==> config.mk <==
export PLATFORM = sky130hd
export DESIGN_NAME = mic_sample_receiver
export DESIGN_NICKNAME = d
export VERILOG_FILES = /design/src/rtl/mic_sample_receiver.sv
export SDC_FILE = /design/constraint.sdc
export NUM_CORES = 1
export LEC_CHECK = 0
export ABC_AREA = 1
export CORE_ASPECT_RATIO = 0.8
export CORE_MARGIN = 1.5
export CORE_UTILIZATION = 62
export CTS_CLUSTER_SIZE = 16
export DETAILED_ROUTE_END_ITERATION = 6
export DONT_BUFFER_PORTS = 1
export GPL_ROUTABILITY_DRIVEN = 1
export HOLD_SLACK_MARGIN = 0.12
export PLACE_DENSITY = 0.78
export SLEW_MARGIN = 20
export SYNTH_ARGS = -nofsm -noshare
export SYNTH_HDL_FRONTEND = slang
export SYNTH_SLANG_ARGS = --single-unit
==> constraint.sdc <==
create_clock -name clock -period 1.7 [get_ports clock]
set_input_delay 0.17 -clock clock [delete_from_list [all_inputs] [get_ports clock]]
set_output_delay 0.17 -clock clock [all_outputs]
set_load 0.005 [all_outputs]
==> src/rtl/mic_sample_receiver.sv <==
`default_nettype none
// ============================================================================
// Module      : mic_sample_receiver
// Description : Serial ADC receiver for the microphone Pmod. Generates CS/SCLK
//               at a fixed sample rate and captures one 12-bit sample per frame.
// Revision    : 1.0 - initial release
// ============================================================================
module mic_sample_receiver #(
    parameter int CLK_DIV    = 25,
    parameter int SAMPLE_DIV = 5000
) (
    input  logic        clock,
    input  logic        reset,
    input  logic        enable,
    input  logic        mic_sdata,
    output logic        mic_cs_n,
    output logic        mic_sclk,
    output logic [11:0] sample,
    output logic        sample_valid,
    output logic        frame_error,
    output logic        overrun
);

    localparam int c_TIMER_W = (SAMPLE_DIV > 1) ? $clog2(SAMPLE_DIV) : 1;
    localparam int c_DIV_W   = (CLK_DIV > 1) ? $clog2(CLK_DIV) : 1;
    localparam logic [c_TIMER_W-1:0] c_TIMER_LAST = c_TIMER_W'(SAMPLE_DIV - 1);
    localparam logic [c_DIV_W-1:0]   c_DIV_LAST   = c_DIV_W'(CLK_DIV - 1);

    localparam logic [1:0] c_ST_IDLE  = 2'd0;
    localparam logic [1:0] c_ST_SETUP = 2'd1;
    localparam logic [1:0] c_ST_SHIFT = 2'd2;
    localparam logic [1:0] c_ST_HOLD  = 2'd3;

    logic [c_TIMER_W-1:0] r_timer;
    logic [c_DIV_W-1:0]   r_div;
    logic [1:0]           r_state;
    logic [3:0]           r_bit;
    logic [15:0]          r_shift;
    logic                 w_tick;
    logic                 w_div_last;

    assign w_tick     = enable && (r_timer == c_TIMER_LAST);
    assign w_div_last = (r_div == c_DIV_LAST);

    always_ff @(posedge clock) begin
        if (reset || !enable) begin
            r_timer <= '0;
        end else if (w_tick) begin
            r_timer <= '0;
        end else begin
            r_timer <= r_timer + 1'b1;
        end
    end

    always_ff @(posedge clock) begin
        if (reset) begin
            r_state      <= c_ST_IDLE;
            r_div        <= '0;
            r_bit        <= '0;
            r_shift      <= '0;
            mic_cs_n     <= 1'b1;
            mic_sclk     <= 1'b1;
            sample       <= '0;
            sample_valid <= 1'b0;
            frame_error  <= 1'b0;
            overrun      <= 1'b0;
        end else begin
            sample_valid <= 1'b0;
            frame_error  <= 1'b0;
            // A tick that lands mid-frame is dropped; the frame carries on untouched.
            overrun      <= w_tick && (r_state != c_ST_IDLE);
            case (r_state)
                c_ST_IDLE: begin
                    if (w_tick) begin
                        r_state  <= c_ST_SETUP;
                        mic_cs_n <= 1'b0;
                        r_div    <= '0;
                        r_bit    <= '0;
                        r_shift  <= '0;
                    end
                end
                c_ST_SETUP: begin
                    if (w_div_last) begin
                        r_state  <= c_ST_SHIFT;
                        mic_sclk <= 1'b0;
                        r_div    <= '0;
                    end else begin
                        r_div <= r_div + 1'b1;
                    end
                end
                c_ST_SHIFT: begin
                    if (w_div_last) begin
                        r_div <= '0;
                        if (!mic_sclk) begin
                            mic_sclk <= 1'b1;
                            r_shift  <= {r_shift[14:0], mic_sdata};
                        end else if (r_bit == 4'd15) begin
                            // All 16 bits are already in r_shift; SCLK stays high.
                            r_state      <= c_ST_HOLD;
                            mic_cs_n     <= 1'b1;
                            sample       <= r_shift[11:0];
                            sample_valid <= 1'b1;
                            frame_error  <= |r_shift[15:12];
                        end else begin
                            mic_sclk <= 1'b0;
                            r_bit    <= r_bit + 1'b1;
                        end
                    end else begin
                        r_div <= r_div + 1'b1;
                    end
                end
                c_ST_HOLD: begin
                    if (w_div_last) begin
                        r_state <= c_ST_IDLE;
                        r_div   <= '0;
                    end else begin
                        r_div <= r_div + 1'b1;
                    end
                end
                default: r_state <= c_ST_IDLE;
            endcase
        end
    end

endmodule
`default_nettype wire

======== Yosys cells after proc, flatten, opt, wreduce, memory -nomap -nowiden ========
Index checks and enable logic that the tools add are counted.
word-level totals
  input bits .............................. 4
  register bits after elaboration ......... 57
operators by class
  equality and inequality tests ........... 14
  $add $sub $neg .......................... 3
  mux-type cells .......................... 29
  reductions and logical operators ........ 19
  bitwise operators ....................... 4
operators by type and width
  kind                                                              number
  16-bit 2-to-1 mux                                                 3
  16-bit case mux with 2 select lines                               1
  4-bit 2-to-1 mux                                                  4
  2-bit inequality test (second input constant)                     8
  13-bit by 1-bit adder with 13-bit output (second input constant)  1
  13-bit equality test (second input constant)                      1
  2-bit 2-to-1 mux                                                  6
  5-bit 2-to-1 mux                                                  2
  5-bit case mux with 2 select lines                                1
  5-bit AND reduction                                               2
  1-bit 2-to-1 mux                                                  8
  2-bit case mux with 4 select lines                                1
  4-bit case mux with 2 select lines                                1
  4-bit AND reduction                                               2
  4-bit OR reduction                                                2
  6-bit AND reduction                                               1
  2-bit nonzero test                                                3
  5-bit by 1-bit adder with 5-bit output (second input constant)    1
  5-bit equality test (second input constant)                       1
  5-bit OR reduction                                                1
  4-bit by 1-bit adder with 4-bit output (second input constant)    1
  2-bit equality test (second input constant)                       2
  4-bit equality test (second input constant)                       1
  1-bit inverter                                                    4
  other kinds (9)                                                   11

======== Logic depth before layout (Yosys ltp) ========
Gate-level depths: netlist of the first run.
  depth in word-level cells ............... 5
  depth in mapped cells ................... 12

======== Least setup slack after synthesis of the first run ========
OpenSTA, ideal clock, no wires.
  path type ............................... reg2reg
  start ................................... reg r_state[0]
  end ..................................... reg r_shift[12]
  period minus slack after synthesis ...... 1600 ps
  arrival ................................. 1486 ps
  setup time .............................. 114 ps
  stages on the path, launching flop included .. 10
  slack ................................... 100 ps
  cells stage by stage .................... dfxtp_1 inv_1 ha_1 inv_2 nand2_1 nand2_2 nand3_4 buf_2 a21oi_1 nor2_1
between the ends
  longest elaborated chain between the ends .. 3
ends and longest elaborated chain
  item                                                                                 line  text
  from (decl)                                                                          36    logic [1:0] r_state;
  from (signal assigned)                                                               57    r_state <= c_ST_IDLE;
  from (signal assigned)                                                               75    r_state <= c_ST_SETUP;
  from (signal assigned)                                                               84    r_state <= c_ST_SHIFT;
  2-bit equality test / 2-bit zero test (equally long branches)                        72    case (r_state)
  2-bit inequality test (no source line) / 2-bit nonzero test (equally long branches)  --
  4-bit AND reduction (no source line)                                                 --
  to (signal assigned)                                                                 96    r_shift <= {r_shift[14:0], mic_sdata};
  to (decl)                                                                            38    logic [15:0] r_shift;
Parallel ways exist; a longest one is shown, timed or not.
A chain may end at the register's enable or synchronous reset.

======== Worst setup path in the final report of the first run ========
  start ................................... reg r_div[0]
  end ..................................... reg r_state[0]
between the ends
  longest elaborated chain between the ends .. 3
ends and longest elaborated chain
  item                                    line  text
  from (decl)                             35    logic [c_DIV_W-1:0] r_div;
  from (signal assigned)                  88    r_div <= r_div + 1'b1;
  from (signal assigned)                  109   r_div <= r_div + 1'b1;
  from (signal assigned)                  117   r_div <= r_div + 1'b1;
  5-bit equality test *                   43    assign w_div_last = (r_div == c_DIV_LAST);
  2-bit inequality test (no source line)  --
  6-bit AND reduction (no source line) *  --
Mark *: on every way between the ends. The rest lies on a longest branch, timed or not.

==> results of run 1 <==
==> state kept, by name, summed over array words and instances, names as in the netlist <==
| signal | flops |
|---|---|
| sample_valid | 1 |
| mic_sclk | 1 |
| r_div | 5 |
| r_shift | 16 |
| mic_cs_n | 1 |
| r_bit | 4 |
| overrun | 1 |
| r_timer | 13 |
| r_state | 2 |
| sample | 12 |
| frame_error | 1 |
==> worst max-delay path, delay by kind of cell (launching register included) <==
kind | cells | cell delay [ns]
adder cells (fa/ha/maj) | 1 | 0.15
flip-flops | 1 | 0.33
AND/OR/NAND/NOR | 6 | 0.64
buffers and inverters | 4 | 0.40
==> final cells by class <==
cell class	instances	area [um^2]	share of cell area [%]
Clock buffer	12	145.1	4.754
Tap cell	55	68.82	2.254
Clock inverter	3	17.52	0.5738
Multi-Input combinational cell	241	1281	41.97
Sequential cell	57	1145	37.50
Timing Repair Buffer	21	185.2	6.066
Inverter	56	210.2	6.885
==> where the power goes <==
| part | internal, W | total (W) | switching [W] |
|---|---|---|---|
| Sequential | 0.00145 | 0.00153 | 0.0000817 |
| Clock | 0.000555 | 0.00105 | 0.000498 |
| Combinational | 0.000411 | 0.00109 | 0.000679 |
| Total | 0.00241 | 0.00367 | 0.00126 |
==> cells in the mapped netlist (4+ instances only) <==
| library cell | count | area share (%) |
|---|---|---|
| a21oi_1 | 39 | 7.4 |
| buf_2 | 5 | 0.95 |
| clkbuf_1 | 7 | 1.0 |
| dfxtp_1 | 57 | 44 |
| ha_1 | 9 | 4.3 |
| inv_1 | 52 | 7.4 |
| inv_2 | 4 | 0.57 |
| nand2_1 | 73 | 10 |
| nand3_1 | 16 | 3.1 |
| nand4_1 | 12 | 2.9 |
| nor2_1 | 51 | 7.3 |
| nor3_1 | 4 | 0.76 |
| o21ai_0 | 17 | 3.2 |
| xor2_1 | 5 | 1.7 |
==> kinds of logic (layout without fill, tap and decap cells) <==
group | Yosys count | count (layout) | synth area share, %
AO/OA/AOI/OAI | 59 | 59 | 11.50
flip-flops | 57 | 57 | 43.53
AND/OR/NAND/NOR | 166 | 167 | 27.97
adder cells (fa/ha/maj) | 9 | 9 | 4.296
buffers and inverters | 70 | 92 | 10.69
XOR/XNOR | 6 | 6 | 2.005
==> placed cells by master, fill, tap and decap left out, types with 4 or more instances in the layout <==
cell and count:
nor2_1 48, a21oi_1 38, inv_1 52, nand4_1 12, nor3_1 4, nand3_1 13
ha_1 8, dfxtp_1 54, inv_2 4, o21ai_0 17, nand2_2 4, buf_4 13
clkbuf_8 10, xor2_1 5, nand2_1 70
==> worst paths after layout <==
kind	to	slack [ns]	depth (start not counted)
hold reg to reg	r_timer[0]	0.45	1
hold / removal	r_timer[6]	0.15	3
setup reg to reg	r_state[0]	0.09	11
setup / recovery	r_state[0]	0.09	11
==> stage by stage <==
step                      hold WS [ns]  area (um^2)
after global placement          0.2416         2718
after detailed placement        0.2426         2718
after global routing            0.1445         3053
final                           0.1482         3053
after floorplan                 0.3116         2621
after CTS                       0.1620         2910
==> metal layers <==
metal / vias up / track usage, % / wire, um
met2: 71 / 33.21 / 2217
li1: 1199 / - / -
met5: - / 0 / 0
met4: 0 / 8.929 / 120
met3: 13 / 12.11 / 355
met1: 1028 / 31.78 / 2734
==> what timing repair did <==
item,CTS,global route
hold buffers,2,1
pin swaps,1,6
buffers inserted,0,4
cloned,1,1
resized for setup,0,25
endpoints found under the setup margin,1,48
endpoints found under the hold margin,14,5
==> summary.md, run 1 <==
| Metric | Value |
|---|---|
| Setup-failing EPs final | 0 |
| Placer's final routability congestion estimate | 0.8503 |
| Clock Latency Late Sink | between 0.3 and 0.4 ns |
| FFs w/ async S/R, synth | 0% |
| Slew Viols, Final | 0 |
| Final design utilization | 77.71% |
| Antenna Nets Post-Route | 0 |
| DR WL/cell | 12.20 um |
| Worst vdd ir | 0.8358 mV |
| Diodes inserted | 0 |
| LEAKAGE | 1.308 nW |
| Initial core utilization | 66.72% |
| CTS buffer count | 9 |
| Crit path DAT | about 1.9 ns |
| Startpoint types | register |
| Layout cell share with drive strength beyond 1 | between 10% and 20% |
| Chip Width | 75.70 um |
| RSZ-0062 raised after global routing | true |
| Status | complete, no violations |
| Setup CP Type | reg2reg |
| DPL Wire Length | roughly 3300 um |
| GR Util All Layers | about a quarter |
| Clk sink count | 57 |
| Clock-pin slew on the worst setup and hold paths | about 0.060 ns |
| Die height | between 60 and 70 um |
| Iteration-0 DRC Markers | 193 |
| CP startpoint | r_div[0] |
| Syn_nets | 380 |
| Min-delay src | reset |
| Syn. warnings | 0 |
| Fin. Hold Viols | 0 |
| Post-Route WL | 5427 um |
| Number of global-route vias before repair | 1875 |
| Endpoint class of the critical path | register |
| Worst path max stage delay | 0.33 ns |
| Avg Synthesized Cell Area | 7.142 um^2 |
| Setup total negative slack | 0 ns |
| Final nets | 399 |
| Max-Cap Viols | 0 |
| DRC | 0 |
| Post-Synthesis Cells | 367 |
| Top-Level Pins | 21 |
| Post-route insts no fill | approximately 450 |
| DRT Pass-1 Iters | 4 |
| Total power draw | approximately 0.0037 W |
| Area Overhead vs Synth | 16.47% |
| Largest net degree at the start of global routing | 32 |
| Clock Skews | between 0.006 and 0.007 ns |
| Pre-CTS setup slack | between 0.007 and 0.008 ns |
| EDFF count, synth | 0 |
| CP Data Required Time | ~2 ns |
| Clk buf depth | 2 |
| Vias | 2311 |
| Die outline area | 4629 um^2 |
| Worst slew margin | 67.84% |
| Row count | 20 |
| CP Max Fanout | 13 |
| CP cell instances | inv_1 > ha_1 > nand2_1 > nor2_4 > inv_1 > nand2_4 > buf_8 > nand3_2 > nand2_1 > inv_1 > nor2_2 |
| Crit path time final | 1.610 ns |
| Core Footprint | 3929 um^2 |
| Crit path top cell by count | inv_1 |
| FILL cells | 293 |
| Critical Path Slowest Stage Cell | dfxtp_1 |
| Vias per Instance | ~5.2 |
| Synth Flop Type | dfxtp_1 |
| Unique masters post-synth | 26 |
| CTS tree | done |
| Synth Cell Area | 2621 um^2 |
| # H-tree levels | 3 |
| Fin worst setup slack | 0.08963 ns |
| DP Cell Count | approximately 420 |
| Antenna violations before repair | 0 |
| PortBufs | 0 |
| Sequential area share after synthesis | 43.53% |
| Worst slew pin tran | 0.4808 ns |
| Fmax | 621.0 MHz |
| Reg2reg start | r_div[0] |
| Global route total overflow | 0 |
| PwrDens | 1202 nW/um^2 |
| Period utilisation layout | between 90 and 100% |
| Hold Crit Class | in2reg |
| Clock root buffer | clkbuf_8 |
| Synthesized flop and latch total | 57 |
| First-pass GRT wire length | 8079 um |
No activity file was read; power rests on OpenSTA's default activity.
==> inputs of run 2 (changes only) <==
--- a/config.mk
+++ b/config.mk
@@ -10,5 +10,5 @@
 export CORE_MARGIN = 1.5
 export CORE_UTILIZATION = 62
-export CTS_CLUSTER_SIZE = 16
+export CTS_CLUSTER_SIZE = 24
 export DETAILED_ROUTE_END_ITERATION = 6
 export DONT_BUFFER_PORTS = 1
==> constraint.sdc (replaced) <==
create_clock -name clock -period 1.7 [get_ports clock]
set_input_delay 0.34 -clock clock [delete_from_list [all_inputs] [get_ports clock]]
set_output_delay 0.34 -clock clock [all_outputs]
set_load 0.005 [all_outputs]
==> run 2 against run 1 <==
Compared with the run above: worst hold slack better by 0.0016 ns; critical path depth is the same; sequential power about the same; power is 12% higher; final area grew 2.0%; routed wire length is 5.5% higher; register-to-register slack got worse by 0.04 ns; first-iteration DRC count shrank 22%; die area is the same; clock power grew 32%; maximum frequency is 2.4% lower.
==> summary.md, run 2 (synthesis gave the netlist of run 1 again) <==
| Metric | Value |
|---|---|
| Status | complete, no violations |
| Startpoint types | register |
| DRC | 0 (unchanged) |
| Die outline area | 4629 um^2 (unchanged) |
| Net Sw Frac | 33.74% (-0.57 points) |
| DPL Wire Length | 3289 um (-1.5%) |
| Largest register FFs | 16 (unchanged) |
| Diodes inserted | 0 (unchanged) |
| P_int | 0.002719 W (+13%) |
| Clock root buffer | clkbuf_8 |
| Worst slew margin | 67.77% (-0.069 points) |
| DRT Pass-1 Iters | 5 (+1) |
| Die height | 61.16 um (unchanged) |
| R2R Setup Slk | 0.05 ns (-0.04 ns) |
| Number of global-route vias before repair | 1921 (+2.5%) |
| Max-Cap Viols | 0 (unchanged) |
| Crit path DAT | 1.91 ns (+0.04 ns) |
| Worst path max stage delay | 0.34 ns (about the same) |
| Top-Level Pins | 21 (unchanged) |
| Core Footprint | 3929 um^2 (unchanged) |
| Clock power share | 33.9% (+5.2 points) |
| Largest net degree at the start of global routing | 32 (unchanged) |
| Placer's final routability congestion estimate | 0.8619 (+1.4%) |
| Initial core utilization | 66.72% (unchanged) |
| Finished Cell Area | 3113 um^2 (+2.0%) |
| Final design utilization | 79.24% (+1.5 points) |
| Clock-pin slew on the worst setup and hold paths | 0.07 ns (about the same) |
| Clk buf depth | 2 (unchanged) |
| Setup CP Type | reg2reg |
| Flop pwr share | 37.3% (-4.3 points) |
| FILL cells | 278 (-5.1%) |
| Total power draw | 0.004103 W (+12%) |
| Post-Route WL | 5726 um (+5.5%) |
| Final nets | 398 (-0.25%) |
| Vias | 2357 (+2.0%) |
| Crit path time final | 1.651 ns (+0.04030 ns) |
| Fin. Hold Viols | 0 (unchanged) |
| Layout cell share with drive strength beyond 1 | 16.15% (+1.0 points) |
| Placed Instance Area | 2710 um^2 (-0.28%) |
| CTS buffer count | 9 (unchanged) |
| Comb power frac | 28.8% (-0.9 points) |
| Net switching power figure | 0.001384 W (+9.9%) |
| Chip Width | 75.70 um (unchanged) |
| Setup total negative slack | 0 ns (unchanged) |
| DR WL/cell | 12.87 um (+5.5%) |
| Antenna violations before repair | 0 (unchanged) |
| Setup-failing EPs final | 0 (unchanged) |
| PortBufs | 0 (unchanged) |
| Most frequent cells in the layout | nand2_1, dfxtp_1, inv_1, nor2_1, a21oi_1 |
| Antenna Nets Post-Route | 0 (unchanged) |
| CP cell instances | inv_1 > ha_1 > nand2_1 > nor2_4 > inv_1 > nand2_4 > buf_8 > nand3_2 > nand2_1 > inv_1 > nor2_2 |
| WHS | 0.1499 ns (+0.001630 ns) |
| Critical Path Slowest Stage Cell | dfxtp_1 |
| Area Overhead vs Synth | 18.76% |
| Slew Viols, Final | 0 (unchanged) |
| Hold Crit Class | in2reg |
| Most common cell after layout, fill and taps aside | nand2_1 |
| Period utilisation layout | 97.10% (+2.4 points) |
| CP Data Required Time | 1.96 ns (about the same) |
| Row count | 20 (unchanged) |
| Worst vdd ir | 0.9144 mV (+9.4%) |
| Endpoint class of the critical path | register |
| Largest Register | r_shift |
| Global route total overflow | 0 (unchanged) |
| Worst slew pin tran | 0.4818 ns (+0.001028 ns) |
| CP Max Fanout | 13 (unchanged) |
| Clock Latency Late Sink | 0.34 ns (about the same) |
| Clk sink count | 57 (unchanged) |
| Iteration-0 DRC Markers | 150 (-22%) |
| Clock Skews | 0.007404 ns (+0.0006512 ns) |
| Vias per Instance | 5.297 (+2.0%) |
| GR Util All Layers | 25.30% (+1.4 points) |
| LEAKAGE | 1.332 nW (+1.8%) |
| # H-tree levels | 3 (unchanged) |
| RSZ-0062 raised after global routing | true |
| PwrDens | 1318 nW/um^2 (+9.6%) |
| First-pass GRT wire length | 8569 um (+6.1%) |
| Largest registers | r_shift x16, r_timer x13, sample x12 |
| Fmax | 605.8 MHz (-2.4%) |
| Crit path top cell by count | inv_1 |
| CTS tree | done |
run 2: area by class of cell:
type | count | area, um^2 | share of cell area (%)
Clock buffer | 9 | 123.9 | 3.979
Multi-Input combinational cell | 242 | 1285 | 41.28
Inverter | 56 | 210.2 | 6.752
Tap cell | 55 | 68.82 | 2.211
Clock inverter | 7 | 93.84 | 3.014
Timing Repair Buffer | 19 | 186.4 | 5.989
Sequential cell | 57 | 1145 | 36.78
run 2: per-stage QoR:
stage	std cells	worst slack [ns]
2_1_floorplan	367	0.1004
3_3_place_gp	420	0.05686
3_5_place_dp	420	0.0002838
4_1_cts	438	-0.01062
5_1_grt	445	-0.06923
6_report	445	0.04932
run 2: worst paths after layout:
kind | cells after the start | from | to
worst min register to register | 2 | sample[6] | sample[6]
worst min-delay path | 3 | reset | r_div[3]
worst max-delay path | 11 | r_div[0] | r_state[0]
worst max register to register | 11 | r_div[0] | r_state[0]
run 2: power by group through the flow:
stage	Combinational, W	Sequential, W	Clock, W
3_3_place_gp	0.000868	0.00155	0
4_1_cts	0.000975	0.00153	0.00141
3_5_place_dp	0.000895	0.00155	0
5_1_grt	0.00128	0.00154	0.00148
6_report	0.00118	0.00153	0.00139
2_1_floorplan	0.000739	0.00153	0
run 2: layer usage:
metal / wire (um) / GRT usage, %
met3: 422 / 9.493
met1: 2779 / 33.23
met2: 2473 / 38.10
met4: 50 / 9.949
met5: 0 / 0
run 2: critical path: cells and delay by family, from the launching register on:
family                     cells  cell delay [ns]
adders and majority gates      1             0.15
and+or+nand+nor                6             0.68
DFF                            1             0.34
buffers and inverters          4             0.42
run 2: repair_timing:
action	CTS	global route
pin swaps	1	9
setup endpoints to repair	10	42
resized for setup	3	23
gates cloned	1	3
hold endpoints to repair	10	0
hold buffers	1	0
buffers inserted	0	4
